===== config.mk =====
export PLATFORM = sky130hd
export DESIGN_NAME = dec_bit_collector
export DESIGN_NICKNAME = d
export VERILOG_FILES = /design/src/rtl/dec_bit_collector.sv
export SDC_FILE = /design/constraint.sdc
export NUM_CORES = 1
export LEC_CHECK = 0
export BUFFER_PORTS_ARGS = -buffer_cell sky130_fd_sc_hd__buf_2
export CORE_AREA = 2 2 178 180
export CTS_CLUSTER_SIZE = 24
export DETAILED_ROUTE_END_ITERATION = 10
export DIE_AREA = 0 0 180 182
export PLACE_DENSITY_LB_ADDON = 0.12
export SLEW_MARGIN = 20
export SYNTH_ARGS = -nofsm -noshare
export SYNTH_HDL_FRONTEND = slang
export SYNTH_SLANG_ARGS = --single-unit
export TNS_END_PERCENT = 20

===== constraint.sdc =====
create_clock -name clk -period 4.2 [get_ports clk]
set_clock_uncertainty 0.1 [all_clocks]
set_input_delay 0.21 -clock clk [delete_from_list [all_inputs] [get_ports clk]]
set_output_delay 0.21 -clock clk [all_outputs]
set_load 0.01 [all_outputs]

===== src/rtl/dec_bit_collector.sv =====
// dec_bit_collector: packs SEG_W-bit node segments MSB-first into an
// N-bit frame and hands the frame downstream over valid/ready.
//
// Ports:
//   clk, rst          clock, synchronous active-high reset
//   frame_start       pulse: begin a new frame (clears the buffer)
//   seg_valid/ready   segment handshake; seg_bits data, seg_zero rate-0 node
//   frame_valid/ready frame handshake; frame_bits holds the assembled frame
//   seg_cnt           segments accepted in the current frame
//   busy              high while collecting or presenting a frame
//   abort_err         one-cycle pulse when a frame is restarted mid-collect
module dec_bit_collector #(
    parameter int N     = 256,
    parameter int SEG_W = 8,
    parameter int CNT_W = 6
) (
    input  logic             clk,
    input  logic             rst,
    input  logic             frame_start,
    input  logic             seg_valid,
    output logic             seg_ready,
    input  logic [SEG_W-1:0] seg_bits,
    input  logic             seg_zero,
    output logic             frame_valid,
    input  logic             frame_ready,
    output logic [N-1:0]     frame_bits,
    output logic [CNT_W-1:0] seg_cnt,
    output logic             busy,
    output logic             abort_err
);

    localparam int NSEG = N / SEG_W;

    typedef enum logic [1:0] {
        IDLE    = 2'd0,
        COLLECT = 2'd1,
        OUT     = 2'd2
    } state_t;

    state_t           r_state;
    logic [N-1:0]     r_frame;
    logic [CNT_W-1:0] r_cnt;
    logic             r_abort;

    logic             w_accept;
    logic             w_release;
    logic             w_last;
    logic [SEG_W-1:0] w_seg;
    logic [N-1:0]     w_frame_nxt;

    assign seg_ready   = (r_state == COLLECT);
    assign frame_valid = (r_state == OUT);
    assign busy        = (r_state != IDLE);
    assign frame_bits  = r_frame;
    assign seg_cnt     = r_cnt;
    assign abort_err   = r_abort;

    assign w_accept  = seg_valid & seg_ready;
    assign w_release = frame_valid & frame_ready;
    assign w_last    = (r_cnt == CNT_W'(NSEG - 1));
    assign w_seg     = seg_zero ? '0 : seg_bits;

    // Slot selected by the current count; segment 0 lands in the MSBs.
    always_comb begin
        w_frame_nxt = r_frame;
        for (int s = 0; s < NSEG; s++) begin
            if (r_cnt == CNT_W'(s)) begin
                w_frame_nxt[N-1-s*SEG_W -: SEG_W] = w_seg;
            end
        end
    end

    always_ff @(posedge clk) begin
        if (rst) begin
            r_state <= IDLE;
            r_frame <= '0;
            r_cnt   <= '0;
            r_abort <= 1'b0;
        end else begin
            r_abort <= 1'b0;
            unique case (r_state)
                IDLE: begin
                    if (frame_start) begin
                        r_state <= COLLECT;
                        r_frame <= '0;
                        r_cnt   <= '0;
                    end
                end
                COLLECT: begin
                    // A restart wins over a simultaneous segment.
                    if (frame_start) begin
                        r_frame <= '0;
                        r_cnt   <= '0;
                        r_abort <= 1'b1;
                    end else if (w_accept) begin
                        r_frame <= w_frame_nxt;
                        r_cnt   <= r_cnt + CNT_W'(1);
                        if (w_last) begin
                            r_state <= OUT;
                        end
                    end
                end
                OUT: begin
                    if (w_release) begin
                        if (frame_start) begin
                            r_state <= COLLECT;
                            r_frame <= '0;
                            r_cnt   <= '0;
                        end else begin
                            r_state <= IDLE;
                        end
                    end
                end
                default: begin
                    r_state <= IDLE;
                end
            endcase
        end
    end

endmodule


==> results of run 1 <==
-- power groups by stage --
stage	logic, W	registers [W]	clock network (W)
after floorplan	0.000340	0.00265	0
after global placement	0.000505	0.00263	0
after detailed placement	0.000503	0.00263	0
after CTS	0.000506	0.00258	0.00285
after global routing	0.000531	0.00258	0.00296
final	0.000495	0.00258	0.00276
-- stage by stage --
stage	cells	hold WS [ns]	cell area, um^2	total power (W)
6_report	1657	0.09258	13440	0.005839
5_1_grt	1656	0.1419	13440	0.006076
4_1_cts	1656	0.07795	13440	0.005933
3_5_place_dp	1598	0.3581	12350	0.003137
3_3_place_gp	1598	0.3550	12350	0.003138
2_1_floorplan	981	0.2751	10680	0.002993
-- cells in the final DEF, fill, tap and decap left out, drive strengths merged, types with 3 or more instances in the layout --
master,instances
clkinv,7
nor2b,7
or2,3
buf,281
a21oi,18
inv,6
o21ai,23
nand3,5
clkbuf,46
nor2,6
nand2,38
bufinv,3
nand2b,259
ha,4
nand3b,5
nor3b,6
mux2i,256
dfxtp,265
-- logic make-up after synthesis --
kind of cell / share of synthesized area [%]
adders and majority gates: 0.4686
AOI/OAI and AO/OA: 3.632
and+or+nand+nor: 19.22
xor gates and xnor gates: 0.1640
DFF: 49.67
muxes: 23.99
buffers and inverters: 2.847
-- sequential cells by signal, summed over array words and instances (netlist names) --
| name | count |
|---|---|
| frame_bits | 256 |
| seg_cnt | 6 |
| r_state | 2 |
| abort_err | 1 |
-- layer usage --
layer	vias up	share of wire [%]	wire [um]	global-route usage (%)
met4	0	1.6	489	3.545
met5	-	0	0	0
met2	184	47	14380	30.42
li1	3763	-	-	-
met3	32	6.0	1811	4.653
met1	3597	45	13600	23.12
-- timing repair --
item / in CTS / in global routing
resized for setup: 0 / 0
endpoints found under the hold margin: 2 / 0
hold buffers: 2 / 0
-- critical path: cells and delay by family (launching register included) --
family / cells / cell delay, ns
flops: 1 / 0.49
mux: 1 / 0.25
simple gates: 2 / 0.71
fa+ha+maj: 1 / 0.30
compound gates: 1 / 0.56
-- final timing paths --
kind	from	to	slack, ns
worst min register to register	frame_bits[186]	frame_bits[186]	0.37
worst min-delay path	seg_valid	r_state[0]	0.09
worst max register to register	seg_cnt[0]	frame_bits[227]	1.69
worst max-delay path	seg_cnt[0]	frame_bits[227]	1.69
-- final cells by class --
cell class              instances  area (um^2)  area share (%)
inverters                       6        22.52          0.1676
clock buffers                  46        942.2           7.009
multi-input cells             644         5104           37.97
clock inverters                10        125.1          0.9308
well taps                     402        503.0           3.742
repair buffers                283         1438           10.70
flip-flops and latches        265         5305           39.47
diodes                          1        2.502         0.01862
==> flow_summary.ini, run 1 <==
[run_status]
status = finished clean

[placed_design]
place.gp.congestion = 0.7159
pre_cts_slack_ns = 1.620
io_buffers = 279
dp_hpwl_mm = 19.14

[grt]
antenna_found_initial = 0
grt_max_degree = 150
grt_overflow = 0
grt_pass1_vias = 7594
grtUsageTotal_pct = 17.95
grt_pass1_wl_mm = 46.61

[logic_synthesis]
ys_warn_count = 0
syn-cell-area_um2 = 10680
ys_seq_elements = 265
synth_nets = 999
synth-async-reset-ratio_pct = 0
synth_edf_count = 0
ys_types = 36
synth_ff_type = dfxtp_1
synthCells = 981
synth_area_leaders = dfxtp_1 (50%), mux2i_1 (24%), nand2b_1 (15%)
ys_seq_area_share_pct = 49.67
synthTopCellsByCount = dfxtp_1 (265), nand2b_1 (258), mux2i_1 (256)
synth.largest_area_cell = dfxtp_1
syn_avg_cell_area_um2 = 10.89
yosys.area.top_type_share_pct = 49.67
synth_most_common_cell = dfxtp_1

[sta]
min_period_ns = 2.505
fin_crit_sh_pct = 59.64
tightestPinTransition_ns = 1.009
relSlewSlack_pct = 32.76
fin_ws_ns = 1.695
hold_violations = 0
drv_slew = 0
max_freq_ghz = 0.3992
setup_tns_ns = 0
rsz0062_at_grt = no
setup_viol = 0

[pwr]
netSwitchingFraction_pct = 23.21
pwr-share-comb_pct = 8.5
vdd_drop_max_uv = 270.1
power_density_nw_per_um2 = 434.4
p_sw_w = 0.001355
seq_power_share_pct = 44.2
total_leakage_power_nw = 6.316
p_int_w = 0.004484
clock_power_share_pct = 47.4

[route]
routed_wl_mm = 30.28
num_vias = 7576
antenna_left = 0
via_per_inst = 4.572
first_pass_iters = 4
drtIter0Drc = 293
wl_per_cell_um = 18.28
drc = 0

[die]
std_cell_rows = 65
die_w_um = 180
die_h_um = 182
io_pins = 280
start_util_pct = 34.47
fp.coreArea_um2 = 30990
die_area_um2 = 32760

[clocking]
clock-sinks = 265
post_cts_buffers = 0
clk_pin_slew_ns = 0.06
root_buffer = clkbuf_16
cts_buffers = 30
clk-insertion-delay-late_ns = 0.54
cts_buffer_depth = 3
cts_tree = done
htree_num_levels = 1

[setup_path]
path_class = flop to flop
arrival_ns = 2.86
start_kind = flop
worstPathRequired_ns = 4.55
max_stage_delay_ns = 0.56
r2r_cells = 5
endpoint_kind = flop
path_max_fanout = 8
critPathSlowestCell = nor3b_1
path_cells = ha_1, nor3b_1, nand2_1, a21oi_2, mux2i_1

[flow_run]
maxCapViolCount = 0

[cells_and_area]
area_delta_synth_final_pct = 25.85
fillers = 3052
drive_above_1_share_pct = 30.38
postLayoutCoreUtil_pct = 43.38
num-nets-final = 1248

[hold_path]
min_path_type = input pin to flop
hold_depth = 5
Power figures use the tool's default switching activity.
==> run 2, diff against run 1 <==
Clock period 4.2 ns to 2.6 ns, I/O delays scaled along.
==> run 2 against run 1 <==
Non-clock buffer count grew 22. Sequential share of layout area down 0.84 points. Hold slack improved by 0.0027 ns. Register-to-register slack lost 1.4 ns. First-iteration DRC count shrank 15%. Combinational power is 67% higher. Final cell count grew 1.2%. Total power rose by 63%. Sequential cell count is the same. Design area rose by 2.2%. Critical path depth stayed put. Die area unchanged.
==> flow_summary.ini, run 2 (same netlist as run 1, synthesis figures left out) <==
[run_status]
status = finished clean

[pwr]
power_density_nw_per_um2 = 691.1
p_total_w = 0.009492
total_leakage_power_nw = 6.451
vdd_drop_max_uv = 480.9

[route]
antenna_left = 0
drtIter0Drc = 249
routed_wl_mm = 31.34
via_per_inst = 4.577
first_pass_iters = 4
drc = 0
num_vias = 7676
wl_per_cell_um = 18.69

[setup_path]
arrival_ns = 2.67
path_max_fanout = 8
worstPathRequired_ns = 2.98
start_kind = flop
path_class = flop to flop
endpoint_kind = flop
r2r_cells = 5

[grt]
grt_overflow = 0
grtUsageTotal_pct = 18.58
grt_max_degree = 263
grt_pass1_wl_mm = 48.00
antenna_found_initial = 0
grt_pass1_vias = 7772

[sta]
hold_violations = 0
setup_viol = 0
setup_tns_ns = 0
max_freq_ghz = 0.4378
rsz0062_at_grt = no
tightestPinTransition_ns = 0.9633
min_period_ns = 2.284
relSlewSlack_pct = 35.78
drv_slew = 0
fin_crit_sh_pct = 87.85

[die]
std_cell_rows = 65
die_w_um = 180
io_pins = 280
fp.coreArea_um2 = 30990
die_area_um2 = 32760
start_util_pct = 34.47
die_h_um = 182

[cells_and_area]
num-nets-final = 1270
n_antenna_cell = 0
drive_above_1_share_pct = 30.67
layout_commonest_cell = buf_2
final_cell_mix = buf_2 (278), dfxtp_1 (265), nand2b_1 (258)
regArea_um2 = 5305
area_delta_synth_final_pct = 28.59
largest_reg_flops = 256
fillers = 3004
postLayoutCoreUtil_pct = 44.32
multi_input_area_um2 = 5104

[placed_design]
dp_hpwl_mm = 19.34
io_buffers = 279
place.gp.congestion = 0.7697

[clocking]
cts_buffers = 30
root_buffer = clkbuf_16
clk_pin_slew_ns = 0.06
cts_tree = done
cts_buffer_depth = 3
htree_num_levels = 1
clock-sinks = 265
clk-insertion-delay-late_ns = 0.56

[flow_run]
maxCapViolCount = 0

[hold_path]
min_path_type = input pin to flop
hold_depth = 4
## run 2: cell types whose count changed in the layout (fill, tap and decap cells not counted), sizes merged
cell	delta
dlygate4sd3	+8
diode	-1
clkinv	-3
buf	+14
clkinvlp	+1
bufinv	+1
## run 2: cell type report
class                           instances  area share [%]
Tap cell                              402           3.663
Clock buffer                           46           6.642
Multi-Input combinational cell        644           37.16
Inverter                                6          0.1640
Clock inverter                          9           1.102
Timing Repair Buffer                  305           12.64
Sequential cell                       265           38.63
## run 2: path summary, 6_finish.rpt
check                        from              end  slack (ns)
hold reg to reg   frame_bits[207]  frame_bits[207]        0.37
setup reg to reg       seg_cnt[0]  frame_bits[198]        0.32
setup / recovery       seg_cnt[0]  frame_bits[198]        0.32
hold / removal        seg_bits[7]    frame_bits[7]         0.1
## run 2: metal layers
layer | GRT usage, % | up-vias | part of all wire (%)
met5 | 0 | - | 0
met4 | 5.236 | 0 | 2.5
met3 | 4.633 | 45 | 6.0
met2 | 31.22 | 190 | 47
met1 | 23.66 | 3634 | 44
li1 | - | 3807 | -
## run 2: worst max-delay path, cell delays in order, from the launching register on
cell and delay, ns:
dfxtp_1 0.46, ha_1 0.27, nor3b_1 0.46, nand2_1 0.13, a21oi_2 0.53, mux2i_1 0.25
## run 2: where the power goes
group | leakage, nW | internal (W) | total (W) | switching, W
Combinational | 3.79 | 0.000365 | 0.000829 | 0.000464
Sequential | 2.14 | 0.00413 | 0.00417 | 0.0000364
Clock | 0.520 | 0.00280 | 0.00450 | 0.00170
## run 2: per-stage QoR
step	cell area, um^2	hold WS (ns)	cells	setup slack, ns
floorplan	10680	0.1951	981	0.6606
global placement	12570	0.3544	1612	0.4122
detailed placement	12570	0.3578	1612	0.3430
CTS	13730	0.07224	1677	0.3022
global route	13730	0.1111	1677	0.1063
finish	13730	0.09529	1677	0.3159
## run 2: timing repair
item,4_1_cts,5_1_grt
buffers inserted,0,0
hold buffers,10,0
gates resized for setup,0,0
endpoints found under the hold margin,192,0
